$ cat config.mk
export PLATFORM = sky130hd
export DESIGN_NAME = jk_bank_driver_flat
export DESIGN_NICKNAME = d
export VERILOG_FILES = /design/src/rtl/jk_bank_driver_if.sv /design/src/rtl/jk_bank_driver.sv /design/src/flat_wrapper.sv
export SDC_FILE = /design/constraint.sdc
export NUM_CORES = 1
export LEC_CHECK = 0
export CAP_MARGIN = 40
export CORE_MARGIN = 2
export CORE_UTILIZATION = 54
export DETAILED_ROUTE_END_ITERATION = 7
export PLACE_DENSITY = 0.83
export SYNTH_ARGS = -nofsm -noshare
export SYNTH_HDL_FRONTEND = slang
export SYNTH_SLANG_ARGS = --single-unit
$ cat constraint.sdc
create_clock -name clk -period 3.1 [get_ports clk]
set_clock_uncertainty 0.05 [all_clocks]
set_input_delay 0.775 -clock clk [delete_from_list [all_inputs] [get_ports clk]]
set_output_delay 0.775 -clock clk [all_outputs]
set_load 0.005 [all_outputs]
$ cat src/rtl/jk_bank_driver_if.sv
// Command handshake bundle for jk_bank_driver.
//   cmd_valid  : a command is present (master -> slave)
//   cmd_ready  : the driver can accept a command this cycle (slave -> master)
//   cmd_op     : 0 HOLD, 1 SET, 2 CLR, 3 TOGGLE, 4 LOAD, 5 CNT_UP, 6 CNT_DN, 7 illegal
//   cmd_mask   : bits affected by SET/CLR/TOGGLE/LOAD
//   cmd_data   : load value for LOAD
interface jk_bank_driver_if #(
    parameter int WIDTH = 4
);
    logic             cmd_valid;
    logic             cmd_ready;
    logic [2:0]       cmd_op;
    logic [WIDTH-1:0] cmd_mask;
    logic [WIDTH-1:0] cmd_data;

    modport master (
        output cmd_valid,
        output cmd_op,
        output cmd_mask,
        output cmd_data,
        input  cmd_ready
    );

    modport slave (
        input  cmd_valid,
        input  cmd_op,
        input  cmd_mask,
        input  cmd_data,
        output cmd_ready
    );
endinterface

$ cat src/rtl/jk_bank_driver.sv
// Command-driven controller for a bank of WIDTH JK flip-flops.
// Each accepted command becomes one cycle of J/K excitation; the driver keeps
// its own model of the bank contents (exp_q) and compares it with the fed-back
// Q two edges after acceptance. After reset it clears the bank itself, since
// the flip-flops' Q is not touched by reset.
//
// Ports:
//   clk        : rising-edge clock shared with the bank
//   reset      : synchronous, active-high, shared with the bank
//   cmd        : command handshake (slave side of jk_bank_driver_if)
//   q_fb       : Q outputs of the bank
//   J, K       : registered J/K inputs of the bank
//   exp_q      : modelled bank state
//   done       : one-cycle pulse at command completion
//   err        : one-cycle pulse with done (mismatch or illegal op), or at the
//                post-reset check on a mismatch
//   err_bits   : q_fb ^ exp_q captured at the check, valid while err is high
//   err_sticky : set by any err, cleared only by reset
module jk_bank_driver #(
    parameter int WIDTH = 4
) (
    input  logic               clk,
    input  logic               reset,
    jk_bank_driver_if.slave    cmd,
    input  logic [WIDTH-1:0]   q_fb,
    output logic [WIDTH-1:0]   J,
    output logic [WIDTH-1:0]   K,
    output logic [WIDTH-1:0]   exp_q,
    output logic               done,
    output logic               err,
    output logic [WIDTH-1:0]   err_bits,
    output logic               err_sticky
);

    localparam logic [2:0] OP_HOLD   = 3'd0;
    localparam logic [2:0] OP_SET    = 3'd1;
    localparam logic [2:0] OP_CLR    = 3'd2;
    localparam logic [2:0] OP_TOGGLE = 3'd3;
    localparam logic [2:0] OP_LOAD   = 3'd4;
    localparam logic [2:0] OP_CNT_UP = 3'd5;
    localparam logic [2:0] OP_CNT_DN = 3'd6;

    typedef enum logic [2:0] {
        S_INIT,
        S_INIT_CHK,
        S_IDLE,
        S_DRIVE,
        S_CHECK
    } state_t;

    state_t state, state_nxt;

    logic             ready_q;
    logic             chk_arm;      // INIT_CHK: 0 while the bank samples the clear, 1 on the compare edge
    logic             illegal_q;    // the command in flight was op 7

    logic [WIDTH-1:0] j_nxt, k_nxt, exp_nxt, err_bits_nxt;
    logic             done_nxt, err_nxt, sticky_nxt, ready_nxt, arm_nxt, illegal_nxt;
    logic [WIDTH-1:0] diff;
    logic             accept;

    // Bits that flip when counting up: bit i toggles when all lower bits are 1.
    function automatic logic [WIDTH-1:0] up_toggles(input logic [WIDTH-1:0] e);
        logic [WIDTH-1:0] t;
        t    = '0;
        t[0] = 1'b1;
        for (int i = 1; i < WIDTH; i++) begin
            t[i] = t[i-1] & e[i-1];
        end
        return t;
    endfunction

    // Bits that flip when counting down: bit i toggles when all lower bits are 0.
    function automatic logic [WIDTH-1:0] dn_toggles(input logic [WIDTH-1:0] e);
        logic [WIDTH-1:0] t;
        t    = '0;
        t[0] = 1'b1;
        for (int i = 1; i < WIDTH; i++) begin
            t[i] = t[i-1] & ~e[i-1];
        end
        return t;
    endfunction

    assign cmd.cmd_ready = ready_q;
    assign accept        = (state == S_IDLE) && cmd.cmd_valid && ready_q;

    // State register
    always_ff @(posedge clk) begin
        if (reset) begin
            state <= S_INIT;
        end else begin
            state <= state_nxt;
        end
    end

    // Next-state logic
    always_comb begin
        state_nxt = state;
        case (state)
            S_INIT:     state_nxt = S_INIT_CHK;
            S_INIT_CHK: state_nxt = chk_arm ? S_IDLE : S_INIT_CHK;
            S_IDLE:     state_nxt = accept ? S_DRIVE : S_IDLE;
            S_DRIVE:    state_nxt = S_CHECK;
            S_CHECK:    state_nxt = S_IDLE;
            default:    state_nxt = S_INIT;
        endcase
    end

    // Output logic: values the output registers take at the coming edge.
    always_comb begin
        j_nxt        = '0;
        k_nxt        = '0;
        exp_nxt      = exp_q;
        done_nxt     = 1'b0;
        err_nxt      = 1'b0;
        err_bits_nxt = '0;
        sticky_nxt   = err_sticky;
        ready_nxt    = (state_nxt == S_IDLE);
        arm_nxt      = 1'b0;
        illegal_nxt  = illegal_q;
        diff         = q_fb ^ exp_q;

        case (state)
            S_INIT: begin
                // Drive every K high for one cycle to clear the bank.
                k_nxt   = '1;
                exp_nxt = '0;
            end
            S_INIT_CHK: begin
                arm_nxt = ~chk_arm;
                if (chk_arm && (|q_fb)) begin
                    err_nxt      = 1'b1;
                    err_bits_nxt = q_fb;
                    sticky_nxt   = 1'b1;
                end
            end
            S_IDLE: begin
                if (accept) begin
                    illegal_nxt = (cmd.cmd_op == 3'd7);
                    case (cmd.cmd_op)
                        OP_HOLD: begin
                            j_nxt = '0;
                            k_nxt = '0;
                        end
                        OP_SET: begin
                            j_nxt   = cmd.cmd_mask;
                            exp_nxt = exp_q | cmd.cmd_mask;
                        end
                        OP_CLR: begin
                            k_nxt   = cmd.cmd_mask;
                            exp_nxt = exp_q & ~cmd.cmd_mask;
                        end
                        OP_TOGGLE: begin
                            j_nxt   = cmd.cmd_mask;
                            k_nxt   = cmd.cmd_mask;
                            exp_nxt = exp_q ^ cmd.cmd_mask;
                        end
                        OP_LOAD: begin
                            j_nxt   = cmd.cmd_mask & cmd.cmd_data;
                            k_nxt   = cmd.cmd_mask & ~cmd.cmd_data;
                            exp_nxt = (exp_q & ~cmd.cmd_mask) | (cmd.cmd_mask & cmd.cmd_data);
                        end
                        OP_CNT_UP: begin
                            j_nxt   = up_toggles(exp_q);
                            k_nxt   = j_nxt;
                            exp_nxt = exp_q ^ j_nxt;
                        end
                        OP_CNT_DN: begin
                            j_nxt   = dn_toggles(exp_q);
                            k_nxt   = j_nxt;
                            exp_nxt = exp_q ^ j_nxt;
                        end
                        default: begin
                            j_nxt = '0;
                            k_nxt = '0;
                        end
                    endcase
                end
            end
            S_CHECK: begin
                done_nxt = 1'b1;
                if ((|diff) || illegal_q) begin
                    err_nxt      = 1'b1;
                    err_bits_nxt = diff;
                    sticky_nxt   = 1'b1;
                end
            end
            default: begin
                j_nxt = '0;
            end
        endcase
    end

    // Output registers
    always_ff @(posedge clk) begin
        if (reset) begin
            J          <= '0;
            K          <= '0;
            exp_q      <= '0;
            done       <= 1'b0;
            err        <= 1'b0;
            err_bits   <= '0;
            err_sticky <= 1'b0;
            ready_q    <= 1'b0;
            chk_arm    <= 1'b0;
            illegal_q  <= 1'b0;
        end else begin
            J          <= j_nxt;
            K          <= k_nxt;
            exp_q      <= exp_nxt;
            done       <= done_nxt;
            err        <= err_nxt;
            err_bits   <= err_bits_nxt;
            err_sticky <= sticky_nxt;
            ready_q    <= ready_nxt;
            chk_arm    <= arm_nxt;
            illegal_q  <= illegal_nxt;
        end
    end

endmodule

$ cat src/flat_wrapper.sv
// flat-port wrapper written by rule: the top's interface ports become plain ports
module jk_bank_driver_flat 
#(
    parameter int WIDTH = 4
)
  (clk, reset, q_fb, J, K, exp_q, done, err, err_bits, err_sticky, cmd_cmd_valid, cmd_cmd_op, cmd_cmd_mask, cmd_cmd_data, cmd_cmd_ready);
  jk_bank_driver_if #(.WIDTH(WIDTH)) cmd_i ();
  input  logic clk;
  input  logic reset;
  input  logic [WIDTH-1:0] q_fb;
  output logic [WIDTH-1:0] J;
  output logic [WIDTH-1:0] K;
  output logic [WIDTH-1:0] exp_q;
  output logic done;
  output logic err;
  output logic [WIDTH-1:0] err_bits;
  output logic err_sticky;
  input wire logic [$bits(cmd_i.cmd_valid)-1:0] cmd_cmd_valid;
  input wire logic [$bits(cmd_i.cmd_op)-1:0] cmd_cmd_op;
  input wire logic [$bits(cmd_i.cmd_mask)-1:0] cmd_cmd_mask;
  input wire logic [$bits(cmd_i.cmd_data)-1:0] cmd_cmd_data;
  output wire logic [$bits(cmd_i.cmd_ready)-1:0] cmd_cmd_ready;
  assign cmd_i.cmd_valid = cmd_cmd_valid;
  assign cmd_i.cmd_op = cmd_cmd_op;
  assign cmd_i.cmd_mask = cmd_cmd_mask;
  assign cmd_i.cmd_data = cmd_cmd_data;
  assign cmd_cmd_ready = cmd_i.cmd_ready;
  jk_bank_driver #(.WIDTH(WIDTH)) u_core (.clk(clk), .reset(reset), .cmd(cmd_i), .q_fb(q_fb), .J(J), .K(K), .exp_q(exp_q), .done(done), .err(err), .err_bits(err_bits), .err_sticky(err_sticky));
endmodule
==> summary.md <==
| Metric | Value |
|---|---|
| Status | `finished clean` |
| Final Hold Viols | `0` |
| Cell count after placement | `about 290` |
| Final setup viols | `0` |
| Max rail drop VDD | `195 uV` |
| Fin Setup TNS | `0 ns` |
| Arr. time, crit path | `2.73 ns` |
| Hold Path Class | `reg -> reg` |
| Gr usage total | `25.6%` |
| Drt pass-1 iters | `4` |
| Post-Syn Instances | `224` |
| Critical path endpoint category | `flop` |
| Synth unique cells | `39` |
| EDFF count, synth | `0` |
| Clk sinks | `25` |
| Setup Buffers After CTS | `0` |
| Io pins | `38` |
| Clock Latency Late Sink | `0.32 ns` |
| Max Slew Vio Count | `0` |
| Final Wtd Congestion | `0.919` |
| Layout cell share with drive strength beyond 1 | `slightly above 6%` |
| Finished Layout Cells | `~290` |
| PortBufs | `37` |
| Die width | `59.3 um` |
| Power Dens Cells | `312 nW/um^2` |
| Setup WS post-layout | `0.559 ns` |
| Worst slew pin tran | `0.605 ns` |
| Synth Cell Area | `approximately 1700 sq um` |
| DRT antenna net count | `0` |
| CTS clk-pin slew, worst paths | `0.14 ns` |
| Period utilization | `about four fifths` |
| Critical path class | `in -> reg` |
| HPWL after DPL | `roughly 3.3 mm` |
| Vias in the first global route | `1540` |
| Total leakage power | `0.000825 uW` |
| First-pass GRT wire length | `approximately 6.9 mm` |
| Startpoint types | `primary input` |
| 1st-iter DRT viols | `111` |
| Most frequent cells in the layout | `clkdlybuf4s50_1 (37), a21oi_1 (31), dfxtp_1 (25)` |
| DRC | `0` |
| CTS Hold Buffers Added | `0` |
| Layout fillers | `278` |
| Placed cell areas | `2060 sq um` |
| Avg WL per Cell | `14.5 um` |
| Design area | `approximately 2100 sq um` |
| Die height | `59.3 um` |
| Root Buffer | `clkbuf_4` |
| Row count | `20` |
| Sequential-to-total area share from yosys stat | `30.3%` |
| Final Util | `a little over two thirds` |
| CP startpoint | `cmd_cmd_op[1]` |
| Minimum clock period | `approximately 2.5 ns` |
| Max Cap Viol | `0` |
| WP data required | `3.29 ns` |
| F_max | `between 0.3 and 0.4 GHz` |
| Largest net degree at the start of global routing | `17` |
| Antenna diodes | `0` |
| Clock Path Buffers | `2` |
| Crit Path Max Fanout | `14` |
| Syn Area/Cell | `7.38 sq um` |
| CTS tree | `built` |
| Yosys warns | `0` |
| Initial Util | `55.5%` |
| Commonest non-fill, non-tap cell in the layout | `clkdlybuf4s50_1` |
| Grt total ovfl | `0` |
| Initial antenna violation count | `0` |
| Core area | `2980 sq um` |
| Slew headroom | `59.6%` |
| Final WL | `4.21 mm` |
| Layout area overhead | `26.6%` |
| CTS H-tree depth | `1` |
| Via count | `1732` |
| CTS resizes | `0` |
| Yosys reg bits | `25` |
| Post-placement worst setup slack | `0.225 ns` |
| CTS buffer count | `3` |
| Hold path start | `u_core.err_sticky$_SDFFE_PP0P_` |
| Top_reg_cell synth | `dfxtp_1` |
| R2r startpoint | `u_core.exp_q[0]$_SDFFE_PP0P_` |
| Async SR Flop Fraction | `0%` |
| Die ar. | `around 3500 sq um` |
| Syn Nets | `250` |
| RSZ-0062 raised after global routing | `no` |
| Nets | `285` |
| Routed vias/inst | `about 6` |
state kept, by name, indices dropped and copies added, names as in the netlist:
signal and cells:
u_core.chk_arm 1, u_core.cmd.cmd_ready 1, u_core.J 4, u_core.err 1, u_core.exp_q 4, u_core.state 3, u_core.K 4, u_core.err_sticky 1
u_core.err_bits 4, u_core.illegal_q 1, u_core.done 1
final timing paths:
| path | to | slack [ns] | depth (start not counted) |
|---|---|---|---|
| worst max-delay path | u_core.exp_q[2]$_SDFFE_PP0P_ | 0.56 | 6 |
| worst min-delay path | u_core.err_sticky$_SDFFE_PP0P_ | 0.41 | 2 |
| worst max register to register | u_core.exp_q[0]$_SDFFE_PP0P_ | 0.85 | 7 |
| worst min register to register | u_core.err_sticky$_SDFFE_PP0P_ | 0.41 | 2 |
kinds of logic (layout without fill, tap and decap cells):
kind of cell | after synthesis | in the layout | share of synthesized area, %
AO/OA/AOI/OAI | 78 | 78 | 28.6
XOR/XNOR | 5 | 5 | 2.65
adder cells (fa/ha/maj) | 8 | 8 | 6.06
buffers and inverters | 28 | 62 | 6.43
flip-flops | 25 | 25 | 30.3
AND/OR/NAND/NOR | 80 | 80 | 26.0
worst max-delay path, stage by stage:
cell and delay (ns):
clkdlybuf4s50_1 0.77, nand2_1 0.22, and3b_1 0.21, a2111oi_0 0.34
o211ai_1 0.15, a32o_1 0.27
metal layers:
layer | track usage (%) | vias up | part of all wire (%)
met5 | 0 | - | 0
met3 | 4.80 | 8 | 6.8
met1 | 34.8 | 805 | 45
li1 | - | 865 | -
met2 | 40.8 | 54 | 46
met4 | 7.79 | 0 | 1.7
metrics by stage:
step / total power (uW) / hold slack (ns)
after global routing: 690 / 0.439
final: 653 / 0.412
after detailed placement: 504 / 0.398
after floorplan: 434 / 0.387
after CTS: 656 / 0.418
after global placement: 501 / 0.386
layout make-up:
type	count	area [sq um]	share of cell area, %
clock buffers	3	22.5	1.08
well taps	33	41.3	1.97
flip-flops and latches	25	500	23.9
multi-input cells	171	1050	50.0
inverters	14	52.6	2.51
repair buffers	44	423	20.2
clock inverters	1	7.51	0.359
cell usage after synthesis (all sizes together), types with 3 or more instances:
cell / number / area [sq um]
o21ai: 16 / 80.1
o22ai: 5 / 31.3
a21oi: 31 / 155
nor3: 6 / 30.0
ha: 8 / 100
inv: 14 / 52.6
nor2: 17 / 63.8
clkbuf: 11 / 41.3
xor2: 5 / 43.8
dfxtp: 25 / 500
nand2: 17 / 63.8
or3: 9 / 66.3
o211ai: 5 / 37.5
and3: 3 / 18.8
nor2b: 4 / 25.0
o21bai: 3 / 22.5
nand2b: 11 / 68.8
buf: 3 / 12.5
a21boi: 4 / 30.0
power breakdown:
group / internal, uW / total [uW] / switching (uW)
Combinational: 77.0 / 153 / 76.2
Clock: 49.4 / 154 / 105
Sequential: 335 / 345 / 10.8
Power figures use the tool's default switching activity.
